`src/rtl/prince_pkg.sv`:
```
// Shared types and constants for the two-share PRINCE host driver.
// Holds the FSM state encoding, datapath widths and known-answer vectors.
package prince_pkg;

  localparam int BLOCK_W = 64;
  localparam int KEY_W   = 128;

  typedef enum logic [1:0] {
    IDLE = 2'd0,
    ARM  = 2'd1,
    RUN  = 2'd2,
    HOLD = 2'd3
  } state_t;

  // Reference PRINCE vectors, all with an all-zero 128-bit key.
  localparam logic [KEY_W-1:0]   KAT_KEY   = '0;
  localparam logic [BLOCK_W-1:0] KAT0_PT   = 64'h0000000000000000;
  localparam logic [BLOCK_W-1:0] KAT0_CT   = 64'h818665AA0D02DFDA;
  localparam logic [BLOCK_W-1:0] KAT0_MASK = 64'h0123456789ABCDEF;
  localparam logic [BLOCK_W-1:0] KAT1_PT   = 64'hFFFFFFFFFFFFFFFF;
  localparam logic [BLOCK_W-1:0] KAT1_CT   = 64'h604AE6CA03C20ADA;
  localparam logic [BLOCK_W-1:0] KAT1_MASK = 64'hA5A5A5A5A5A5A5A5;

endpackage

```
`src/rtl/prince_share_driver_if.sv`:
```
// Host-side request/response bundle of the PRINCE share driver.
// The host drives the request and out_ready; the driver answers on the rest.
interface prince_share_driver_if;

  logic                          in_valid;
  logic                          in_ready;
  logic [prince_pkg::BLOCK_W-1:0] in_data;
  logic [prince_pkg::KEY_W-1:0]   in_key;
  logic                          in_enc;
  logic [prince_pkg::BLOCK_W-1:0] in_mask;
  logic                          out_valid;
  logic                          out_ready;
  logic [prince_pkg::BLOCK_W-1:0] out_data;
  logic                          out_err;

  modport master (
    output in_valid, in_data, in_key, in_enc, in_mask, out_ready,
    input  in_ready, out_valid, out_data, out_err
  );

  modport slave (
    input  in_valid, in_data, in_key, in_enc, in_mask, out_ready,
    output in_ready, out_valid, out_data, out_err
  );

endinterface

```
`src/rtl/register_stage64.sv`:
```
// 64-bit register with synchronous reset, load and clear; load wins over clear.
module register_stage64
  import prince_pkg::*;
(
  input  logic               clk,
  input  logic               rst,
  input  logic               load,
  input  logic               clear,
  input  logic [BLOCK_W-1:0] d,
  output logic [BLOCK_W-1:0] q
);

  always_ff @(posedge clk) begin
    if (rst)        q <= '0;
    else if (load)  q <= d;
    else if (clear) q <= '0;
  end

endmodule

```
`src/rtl/prince_share_driver.sv`:
```
// Host initiator for the two-share PRINCE core: masks the block into shares,
// runs the core's rst/en/done protocol under a watchdog, and unmasks the result.
//
// state | meaning
// IDLE  | waiting for a request, in_ready high
// ARM   | one-cycle core reset, watchdog cleared
// RUN   | core enabled, waiting for core_done or watchdog expiry
// HOLD  | result presented until out_ready
module prince_share_driver
  import prince_pkg::*;
#(
  parameter int MAX_CYCLES = 63,
  parameter int CNT_W      = 6
) (
  input  logic                 clk,
  input  logic                 rst,
  prince_share_driver_if.slave host,
  output logic                 core_rst,
  output logic                 core_en,
  output logic                 core_enc,
  output logic [BLOCK_W-1:0]   core_p0,
  output logic [BLOCK_W-1:0]   core_p1,
  output logic [KEY_W-1:0]     core_k,
  input  logic [BLOCK_W-1:0]   core_c0,
  input  logic [BLOCK_W-1:0]   core_c1,
  input  logic                 core_done
);

  localparam logic [CNT_W-1:0] CNT_LAST = CNT_W'(MAX_CYCLES - 1);

  state_t             state;
  state_t             state_nx;
  logic [CNT_W-1:0]   cnt;
  logic               accept;
  logic               release_out;
  logic               done_hit;
  logic               timeout;
  logic [BLOCK_W-1:0] res_data;
  logic               res_err;

  always_ff @(posedge clk) begin
    if (rst) state <= IDLE;
    else     state <= state_nx;
  end

  always_comb begin
    state_nx      = state;
    host.in_ready  = 1'b0;
    host.out_valid = 1'b0;
    core_en       = 1'b0;
    core_rst      = rst;
    case (state)
      IDLE: begin
        host.in_ready = !rst;
        if (host.in_valid) state_nx = ARM;
      end
      ARM: begin
        core_rst = 1'b1;
        state_nx = RUN;
      end
      RUN: begin
        core_en = !rst;
        if (core_done || cnt == CNT_LAST) state_nx = HOLD;
      end
      HOLD: begin
        host.out_valid = !rst;
        if (host.out_ready) state_nx = IDLE;
      end
      default: state_nx = IDLE;
    endcase
  end

  assign accept      = (state == IDLE) && host.in_valid;
  assign release_out = (state == HOLD) && host.out_ready;
  // A done arriving on the last watchdog cycle still counts as success.
  assign done_hit    = (state == RUN) && core_done;
  assign timeout     = (state == RUN) && !core_done && (cnt == CNT_LAST);

  // Saturates rather than wrapping so an oversized MAX_CYCLES cannot alias.
  always_ff @(posedge clk) begin
    if (rst)                               cnt <= '0;
    else if (state == ARM)                 cnt <= '0;
    else if (state == RUN && cnt != '1)    cnt <= cnt + 1'b1;
  end

  always_ff @(posedge clk) begin
    if (rst) begin
      res_data <= '0;
      res_err  <= 1'b0;
    end else if (done_hit) begin
      res_data <= core_c0 ^ core_c1;
      res_err  <= 1'b0;
    end else if (timeout) begin
      res_data <= '0;
      res_err  <= 1'b1;
    end
  end

  assign host.out_data = res_data;
  assign host.out_err  = res_err;

  always_ff @(posedge clk) begin
    if (rst) begin
      core_k   <= '0;
      core_enc <= 1'b0;
    end else if (accept) begin
      core_k   <= host.in_key;
      core_enc <= host.in_enc;
    end
  end

  // Only the masked share is stored; the plain block never reaches a flop.
  register_stage64 u_share0 (
    .clk   (clk),
    .rst   (rst),
    .load  (accept),
    .clear (release_out),
    .d     (host.in_data ^ host.in_mask),
    .q     (core_p0)
  );

  register_stage64 u_share1 (
    .clk   (clk),
    .rst   (rst),
    .load  (accept),
    .clear (release_out),
    .d     (host.in_mask),
    .q     (core_p1)
  );

endmodule

```
`src/flat_wrapper.sv`:
```
// flat-port wrapper written by rule: the top's interface ports become plain ports
module prince_share_driver_flat import prince_pkg::*;
#(
  parameter int MAX_CYCLES = 63,
  parameter int CNT_W      = 6
)
  (clk, rst, core_rst, core_en, core_enc, core_p0, core_p1, core_k, core_c0, core_c1, core_done, host_in_valid, host_in_data, host_in_key, host_in_enc, host_in_mask, host_out_ready, host_in_ready, host_out_valid, host_out_data, host_out_err);
  prince_share_driver_if host_i ();
  input  logic clk;
  input  logic rst;
  output logic core_rst;
  output logic core_en;
  output logic core_enc;
  output logic [BLOCK_W-1:0] core_p0;
  output logic [BLOCK_W-1:0] core_p1;
  output logic [KEY_W-1:0] core_k;
  input  logic [BLOCK_W-1:0] core_c0;
  input  logic [BLOCK_W-1:0] core_c1;
  input  logic core_done;
  input wire logic [$bits(host_i.in_valid)-1:0] host_in_valid;
  input wire logic [$bits(host_i.in_data)-1:0] host_in_data;
  input wire logic [$bits(host_i.in_key)-1:0] host_in_key;
  input wire logic [$bits(host_i.in_enc)-1:0] host_in_enc;
  input wire logic [$bits(host_i.in_mask)-1:0] host_in_mask;
  input wire logic [$bits(host_i.out_ready)-1:0] host_out_ready;
  output wire logic [$bits(host_i.in_ready)-1:0] host_in_ready;
  output wire logic [$bits(host_i.out_valid)-1:0] host_out_valid;
  output wire logic [$bits(host_i.out_data)-1:0] host_out_data;
  output wire logic [$bits(host_i.out_err)-1:0] host_out_err;
  assign host_i.in_valid = host_in_valid;
  assign host_i.in_data = host_in_data;
  assign host_i.in_key = host_in_key;
  assign host_i.in_enc = host_in_enc;
  assign host_i.in_mask = host_in_mask;
  assign host_i.out_ready = host_out_ready;
  assign host_in_ready = host_i.in_ready;
  assign host_out_valid = host_i.out_valid;
  assign host_out_data = host_i.out_data;
  assign host_out_err = host_i.out_err;
  prince_share_driver #(.MAX_CYCLES(MAX_CYCLES), .CNT_W(CNT_W)) u_core (.clk(clk), .rst(rst), .host(host_i), .core_rst(core_rst), .core_en(core_en), .core_enc(core_enc), .core_p0(core_p0), .core_p1(core_p1), .core_k(core_k), .core_c0(core_c0), .core_c1(core_c1), .core_done(core_done));
endmodule
```
`config.mk`:
```
export PLATFORM = sky130hd
export DESIGN_NAME = prince_share_driver_flat
export DESIGN_NICKNAME = d
export VERILOG_FILES = /design/src/rtl/prince_pkg.sv /design/src/rtl/prince_share_driver_if.sv /design/src/rtl/register_stage64.sv /design/src/rtl/prince_share_driver.sv /design/src/flat_wrapper.sv
export SDC_FILE = /design/constraint.sdc
export NUM_CORES = 1
export LEC_CHECK = 0
export CORE_AREA = 5 5 277 279
export CTS_CLUSTER_DIAMETER = 30
export DETAILED_ROUTE_END_ITERATION = 10
export DIE_AREA = 0 0 282 284
export MAX_ROUTING_LAYER = met4
export SYNTH_ARGS = -nofsm -noshare
export SYNTH_HDL_FRONTEND = slang
export SYNTH_HIERARCHICAL = 1
export SYNTH_SLANG_ARGS = --single-unit
```
`constraint.sdc`:
```
create_clock -name clk -period 2.4 [get_ports clk]
set_input_delay 0.72 -clock clk [delete_from_list [all_inputs] [get_ports clk]]
set_output_delay 0.72 -clock clk [all_outputs]
set_load 0.1 [all_outputs]
```
# After elaboration in Yosys (flattened, before gate mapping)
# Cells that the tools add are included.
word_totals:
  reg_bits: 330
op_classes:
  addsub: 1
  n_eq_ne: 8
  muxes: 13
  n_bitwise: 2
  reduce_logical: 15
op_table:
  columns: ["op", "n"]
  rows:
  - ["$mux W64", 5]
  - ["$xor A64 B64 Y64", 2]
  - ["$pmux W2 S4", 1]
  - ["$add A6 B1 Y6 const B", 1]
  - ["$eq A6 B6 Y1 const B", 1]
  - ["$logic_and A1 B1 Y1", 6]
  - ["$mux W2", 3]
  - ["$ne A6 B6 Y1 const B", 1]
  - ["$eq A2 B2 Y1 const B", 2]
  - ["$mux W1", 4]
  - ["$ne A2 B2 Y1 const B", 2]
  - ["$reduce_bool A2 Y1", 2]
  - ["$reduce_or A2 Y1", 2]
  - ["$reduce_and A3 Y1", 1]
  - ["$eq A2 B1 Y1 const B", 1]
  - ["$logic_not A1 Y1", 2]
  - ["$logic_not A2 Y1", 1]
  - ["$ne A2 B1 Y1 const B", 1]
  - ["$logic_or A1 B1 Y1", 1]

# Longest topological paths before layout
# Gate-level depths: netlist (run 1).
logic_depth:
  ltp_word: 5
  depth_mapped: 9
  ltp_nobuf: 6

# By module
# Netlist (run 1), hierarchy kept.
modules_own_cells:
  columns: ["mod", "n_inst", "cells_per_inst", "area_per_inst_um2", "seq_area_each_um2"]
  rows:
  - ["prince_share_driver", 1, 964, 8784.7, 4043.9]
  - ["register_stage64", 2, 285, 2959.1, 1281.2]

# Worst setup path before layout (run 1)
# OpenSTA, ideal clock, no wires.
synth_timing:
  path_type: "input-to-output"
  startpoint: "in rst"
  endpoint: "out core_en"
  arrival_ns: 2.260
  required_time_ns: 1.680
  path_slack_ns: -0.580
  path_stages: 2
  n_path_buf: 1
  cell_sequence: "clkbuf_1 > nor2b_1"
synth_between:
  elab_chain_len: 2
synth_rtl:
  columns: ["item", "line_no", "text"]
  rows:
  - ["start, declared", "flat_wrapper.sv:10", "input logic rst;"]
  - ["$logic_not A1 Y1", "prince_share_driver.sv:62", "core_en = !rst;"]
  - ["$mux W1", "prince_share_driver.sv:52", "case (state)"]
  - ["end, declared", "flat_wrapper.sv:12", "output logic core_en;"]
# No other way between the ends.

# Final worst setup path (run 1)
layout_timing:
  startpoint: "reg u_core.state[1]"
  endpoint: "out core_rst"
layout_between:
  elab_chain_len: 2
layout_rtl:
  columns: ["item", "line_no", "text"]
  rows:
  - ["start, declared", "prince_share_driver.sv:31", "state_t state;"]
  - ["start signal, assigned", "prince_share_driver.sv:43", "else state <= state_nx;"]
  - ["$eq A2 B1 Y1", "prince_share_driver.sv:52", null]
  - ["$mux W1", "prince_share_driver.sv:52", null]
  - ["end, declared", "flat_wrapper.sv:11", "output logic core_rst;"]
# No other way between the ends.

==> implementation parameters, run 1 <==
Parameter                              Value

GRT
  Antenna violations before repair ... 2
  Met2 demand-to-capacity share in global routing ... about 22%
  Vias in the first global route ... ~13000
  GR Util All Layers ... 13.2%
  Busiest layer in global routing ... met2
  Met1 track demand over resource in global routing ... 14.7%
  Overflow after GRT ... 0
  Maximum number of pins on one net before global-route repair ... 97
  Global-route wire length before repair ... 80100 um
  Global-route met3 utilization ... 4.00%

Logic synthesis
  Netlist area before placement ... around 15000 um^2
  Number of distinct library cell variants in the gate-level netlist after synthesis ... 37
  Synthesis warning total ... 6
  Largest cells by area after synthesis ... dfxtp_1 45%, o32ai_2 20%, nand2_1 9.9%
  Number of standard cells after synthesis ... about 1500
  Register area share after synthesis ... between 40% and 50%
  Async S/R FF share, synth ... 0%
  Mean instance size in the synthesized netlist ... 9.58 um^2
  Post-Synthesis Net Count ... 1930
  Number of enable flip-flop cells after synthesis ... 0
  Top FF cell, synth ... dfxtp_1
  Number of synthesized register bits ... 330
  Yosys top cell area share ... 44.9%
  Cell taking the most area after synthesis ... dfxtp_1

Clock tree
  CTS H-tree lvls ... 3
  Total clock sinks ... 330
  Clk_lat worst skew ... 0.62 ns
  TritonCTS Buffers ... 94
  CTS tree ... yes
  Count of hold buffers inserted by post-cts repair ... 0
  Clock-pin slew on the worst setup and hold paths ... 0.04 ns
  Max Root-Sink Buffers ... 3
  CTS Root Buffer Type ... clkbuf_16

Route
  Post-detailed-route wirelength per cell ... around 17 um
  Starting DRC count in detailed routing ... 577
  Final Routed Wirelength ... 54900 um
  First-pass iteration count of the detailed router ... 4
  Number of DRC violations after detailed routing ... 0
  Vias after detailed routing ... 13300
  Detail-routed via count per cell ... 4.01
  Number of nets with antenna violations after detailed routing ... 0

Finish
  Commonest non-fill, non-tap cells in the layout ... 388 x clkdlybuf4s50_1, 388 x nand2_1, 354 x buf_4
  Final cell count without fillers ... 3326
  Post-layout utilization of the core ... 34.7%
  Post-synthesis to final-layout area growth ... 74.6%
  Post-layout nets ... 2675
  Share of post-route cells with drive strength above 1 ... 31.2%

Timing
  Hold Fails Final Rpt ... 0
  Final cycle utilization of the critical path ... 97.0%
  Final critical-path setup slack ... 0.0732 ns
  Post-route minimum period ... about 2.3 ns
  Normalized max-slew margin ... 61.2%
  Highest clock rate ... 0.430 GHz
  RSZ-0062 raised after global routing ... yes
  Transition time at the pin with the least slew margin ... 0.581 ns
  Setup skew after layout ... 0.0263 ns
  Number of pins with negative max-slew slack in the final report ... 0
  Final setup fails ... 0

Power
  Worst IR Drop VDD ... 589 uV
  PD cells ... about 1300 nW/um^2
  Static leakage ... 10.1 nW

Placed design
  Port Buffer Count ... 715
  Final weighted congestion in routability-driven placement ... 0.804
  Number of cells after detailed placement ... 3150
  Worst slack, placed ... -0.00970 ns
  Post-detail-place hpwl ... between 40000 and 50000 um

Die
  Height of the die ... 284 um
  Area of the die ... approximately 80000 um^2
  Top-level I/O count ... 716
  Horizontal die dimension ... ~280 um
  Cell Rows ... 100
  Area of the core ... 73900 um^2
  Initial Utilization ... 19.9%

Critical path
  RR Startpoint ... u_core/state[0]
  Setup slack of the worst register-to-register path ... 0.62 ns
  Critical path launch point type ... register
  Required time at the endpoint of the critical path ... 1.68 ns
  Highest-delay cell along the critical path ... dfxtp_4
  WS Path Type ... reg -> out
  Largest stage delay on the critical path ... ~0.37 ns
  Cells along the critical path ... inv_4 > ha_4 > or2_4 > buf_12
  Endpoint of the lowest-slack register-to-register path ... u_core/u_share0/q[37]
  R2R depth ... 5
  Largest fanout on the critical path ... 4
  Arrival time at the worst endpoint ... 1.61 ns
  Category of the worst setup path capture point ... output port

Run
  Reported max-cap violation count ... 0

Min path
  Hold path start ... rst
  Worst Hold Endpoint ... u_core/host.out_err
  Min-Delay Path Depth ... 2
  Type of the tightest min-delay check ... in -> reg

Status
  Outcome ... completed
[metrics by stage]
step	power [W]	hold WS, ns	cell area [um^2]	TNS, ns
after floorplan	0.0175	0.481	14700	-0.247
final	0.0337	0.373	25700	0
after CTS	0.0341	0.304	25600	-0.0402
after global routing	0.0351	0.340	25700	-0.0118
after global placement	0.0212	0.442	22300	-0.0761
after detailed placement	0.0212	0.447	22300	-0.0620
[sequential cells by signal, indices dropped and copies added (netlist names)]
name and cells:
u_core/host.out_err 1, u_core/u_share1/q 64, u_core/core_k 128, u_core/u_share0/q 64, u_core/core_enc 1, u_core/cnt 6
u_core/state 2, u_core/host.out_data 64
[timing repair]
item,CTS,global route
setup buffers,0,2
gates cloned,0,0
endpoints found under the setup margin,2,4
resized for setup,6,8
pin swaps,1,1
[layout make-up]
cell class,instances,area [um^2]
timing repair buffer,771,7120
inverter,195,742
tap,969,1210
multi-input combinational,887,6690
clock inverter,39,564
clock buffer,133,2720
sequential,330,6610
antenna,2,5.00
fill,7545,48300
[logic make-up after synthesis]
kind of cell             Yosys count  synth area share, %
AO/OA/AOI/OAI                    336                 25.8
AND/OR/NAND/NOR                  415                 11.0
XOR/XNOR                         129                 7.68
adder cells (fa/ha/maj)            6                0.511
multiplexers                       1               0.0681
flip-flops                       330                 44.9
buffers and inverters            317                 10.0
[synth_stat cells, types with 4 or more instances]
master / instances
buf_1: 11
a21oi_1: 134
nor2_1: 7
inv_1: 195
nor2b_1: 4
o32ai_2: 180
buf_6: 15
buf_2: 50
clkbuf_1: 38
ha_1: 6
o32ai_1: 10
nand2_1: 389
buf_12: 6
a211oi_1: 5
xor2_1: 64
dfxtp_1: 330
xnor2_1: 65
[critical path, delay by kind of cell (launching register included)]
kind                       cells  cell delay, ns
buffers and inverters          2            0.22
DFF                            1            0.37
adders and majority gates      1            0.14
and+or+nand+nor                1            0.27
[report_power, final]
part / internal [W] / leakage [nW] / switching (W) / total [W]
clock: 0.00890 / 1.61 / 0.00368 / 0.0126
sequential: 0.00650 / 2.70 / 0.000542 / 0.00704
combinational: 0.00368 / 5.75 / 0.0104 / 0.0141
[layer usage]
metal  vias up  share of wire (%)
li1       6635                  -
met1      6119                 40
met3        87                7.6
met4         0                2.3
met2       493                 51
met5         -                  0
[worst max-delay path by stage]
stage / from / end / slack (ns)
finish: u_core/state[1] / core_rst / 0.07
global route: u_core/state[1] / core_rst / -0.01
CTS: u_core/state[0] / host_in_ready / -0.03
detailed placement: host_out_ready / u_core/u_share0/q[41] / -0.01
global placement: host_out_ready / u_core/u_share0/q[40] / -0.006
floorplan: rst / core_en / -0.08
No activity file was read; power rests on OpenSTA's default activity.
==> run 2, diff against run 1 <==
--- a/config.mk
+++ b/config.mk
@@ -7,6 +7,7 @@
 export LEC_CHECK = 0
 export CORE_AREA = 5 5 277 279
 export CTS_CLUSTER_DIAMETER = 30
+export CTS_CLUSTER_SIZE = 12
 export DETAILED_ROUTE_END_ITERATION = 10
 export DIE_AREA = 0 0 282 284
 export MAX_ROUTING_LAYER = met4
==> implementation parameters, run 2 (same netlist as run 1, synthesis figures left out) <==
Parameter                              Value

Status
  Outcome ... completed

Route
  Vias after detailed routing ... 13400
  Number of DRC violations after detailed routing ... 0
  First-pass iteration count of the detailed router ... 4
  Post-detailed-route wirelength per cell ... roughly 17 um
  Starting DRC count in detailed routing ... 574
  Final Routed Wirelength ... approximately 55000 um
  Detail-routed via count per cell ... roughly 4
  Number of nets with antenna violations after detailed routing ... 0

Min path
  Hold path start ... rst
  Type of the tightest min-delay check ... in -> reg
  Worst Hold Endpoint ... u_core/host.out_err
  Min-Delay Path Depth ... 2

Timing
  Setup skew after layout ... 0.0439 ns
  Number of pins with negative max-slew slack in the final report ... 0
  RSZ-0062 raised after global routing ... yes
  Transition time at the pin with the least slew margin ... roughly 0.58 ns
  Hold Fails Final Rpt ... 0
  Final cycle utilization of the critical path ... 97.8%
  Post-route minimum period ... 2.35 ns
  Final setup fails ... 0
  Normalized max-slew margin ... 61.3%
  Highest clock rate ... 0.426 GHz

Finish
  Post-synthesis to final-layout area growth ... 75.7%
  Share of post-route cells with drive strength above 1 ... 31.6%
  Fill cells ... roughly 7500
  Commonest non-fill, non-tap cells in the layout ... 388 x clkdlybuf4s50_1, 388 x nand2_1, 354 x buf_4
  Top register by number of flip-flops ... u_core/core_k
  Post-layout nets ... 2676
  Post-layout utilization of the core ... a little over a third
  Number of flip-flops in the largest register ... 128
  Area of all placed cells without fillers ... 25800 um^2

Power
  Static leakage ... 10.2 nW
  Clock Power Share ... between 30% and 40%
  Switching Fraction ... 42.7%
  PD cells ... 1330 nW/um^2
  Worst IR Drop VDD ... 589 uV
  Sw Pwr ... 0.0147 W
  Reg power frac ... around a fifth
  Part of the power in combinational logic ... 40.9%
  Total power after layout ... 0.0344 W
  Internal portion of total power ... 0.0197 W

GRT
  Vias in the first global route ... 13500
  Global-route met3 utilization ... 4.01%
  Met2 demand-to-capacity share in global routing ... 22.5%
  Antenna violations before repair ... 2
  Busiest layer in global routing ... met2
  Met1 track demand over resource in global routing ... between 10% and 20%
  Maximum number of pins on one net before global-route repair ... 97
  GR Util All Layers ... between 10% and 20%
  Global-route wire length before repair ... around 80000 um
  Overflow after GRT ... 0

Critical path
  Cell family contributing the most delay on the critical path ... flip-flops
  Setup slack of the worst register-to-register path ... 0.62 ns
  Endpoint of the lowest-slack register-to-register path ... u_core/u_share0/q[37]
  Largest fanout on the critical path ... 4
  WS Path Type ... reg -> out
  Required time at the endpoint of the critical path ... 1.68 ns
  Arrival time at the worst endpoint ... 1.63 ns
  Category of the worst setup path capture point ... output port
  Largest stage delay on the critical path ... 0.34 ns
  Buf/Inv on CP ... 2
  Highest-delay cell along the critical path ... dfxtp_1
  RR Startpoint ... u_core/state[0]
  Cells along the critical path ... inv_1 > ha_2 > nor2b_4 > buf_12
  Critical path launch point type ... register
  R2R depth ... 5

Run
  Reported max-cap violation count ... 0

Die
  Top-level I/O count ... 716
  Horizontal die dimension ... 282 um
  Cell Rows ... 100
  Height of the die ... between 200 and 300 um
  Area of the die ... roughly 80000 um^2
  Initial Utilization ... 19.9%
  Area of the core ... 73900 um^2

Placed design
  Final weighted congestion in routability-driven placement ... 0.804
  Area after detailed placement ... 22300 um^2
  Post-detail-place hpwl ... 41300 um
  Port Buffer Count ... between 700 and 800

Clock tree
  CTS Root Buffer Type ... clkbuf_16
  Max Root-Sink Buffers ... 3
  CTS tree ... yes
  TritonCTS Buffers ... 95
  Count of hold buffers inserted by post-cts repair ... 0
  Clk_lat worst skew ... ~0.62 ns
  Clock-pin slew on the worst setup and hold paths ... 0.04 ns
  Total clock sinks ... 330
  CTS H-tree lvls ... 3
[run 2: metrics by stage]
stage	setup slack, ns	setup TNS [ns]	hold WS, ns	std cells
after global routing	-0.0290	-0.0299	0.338	3331
after floorplan	-0.0824	-0.247	0.481	1534
after detailed placement	-0.00970	-0.0620	0.447	3150
after CTS	-0.00680	-0.00680	0.324	3327
final	0.0537	0	0.371	3331
after global placement	-0.00616	-0.0761	0.442	3150
[run 2: area by class of cell]
type                    count  area (um^2)  share of cell area (%)
clock inverters            42          643                    2.49
repair buffers            771         7120                    27.6
well taps                 969         1210                    4.69
inverters                 195          739                    2.86
clock buffers             135         2840                    11.0
diodes                      2         5.00                  0.0194
multi-input cells         887         6660                    25.8
flip-flops and latches    330         6610                    25.6
[run 2: timing repair]
| action | 4_1_cts | 5_1_grt |
|---|---|---|
| endpoints found under the setup margin | 2 | 2 |
| pin swaps | 1 | 1 |
| gates resized for setup | 5 | 1 |
| setup buffers | 0 | 2 |
[run 2: power groups by stage]
stage          clock [W]  sequential (W)  combinational [W]
3_3_place_gp           0         0.00708             0.0141
4_1_cts           0.0136         0.00704             0.0142
3_5_place_dp           0         0.00711             0.0141
6_report          0.0133         0.00703             0.0141
5_1_grt           0.0139         0.00715             0.0147
2_1_floorplan          0          0.0138            0.00365
[run 2: how the worst max path moves through the flow]
stage,from,endpoint,slack [ns],depth (start not counted)
5_1_grt,u_core/state[0],host_in_ready,-0.03,4
2_1_floorplan,rst,core_en,-0.08,2
3_5_place_dp,host_out_ready,u_core/u_share0/q[41],-0.01,5
6_report,u_core/state[0],host_in_ready,0.05,4
4_1_cts,u_core/state[0],host_in_ready,-0.007,4
3_3_place_gp,host_out_ready,u_core/u_share0/q[40],-0.006,5
[run 2: worst register-to-register path, stage by stage (launching register included)]
cell and delay (ns):
dfxtp_1 0.39, ha_1 0.22, and2_1 0.35, or2_4 0.34, buf_12 0.26, o32ai_2 0.11
[run 2: metal layers]
layer	part of all wire [%]	vias to the layer above
met3	7.5	94
met4	2.4	0
met2	50	496
li1	-	6643
met5	0	-
met1	40	6143
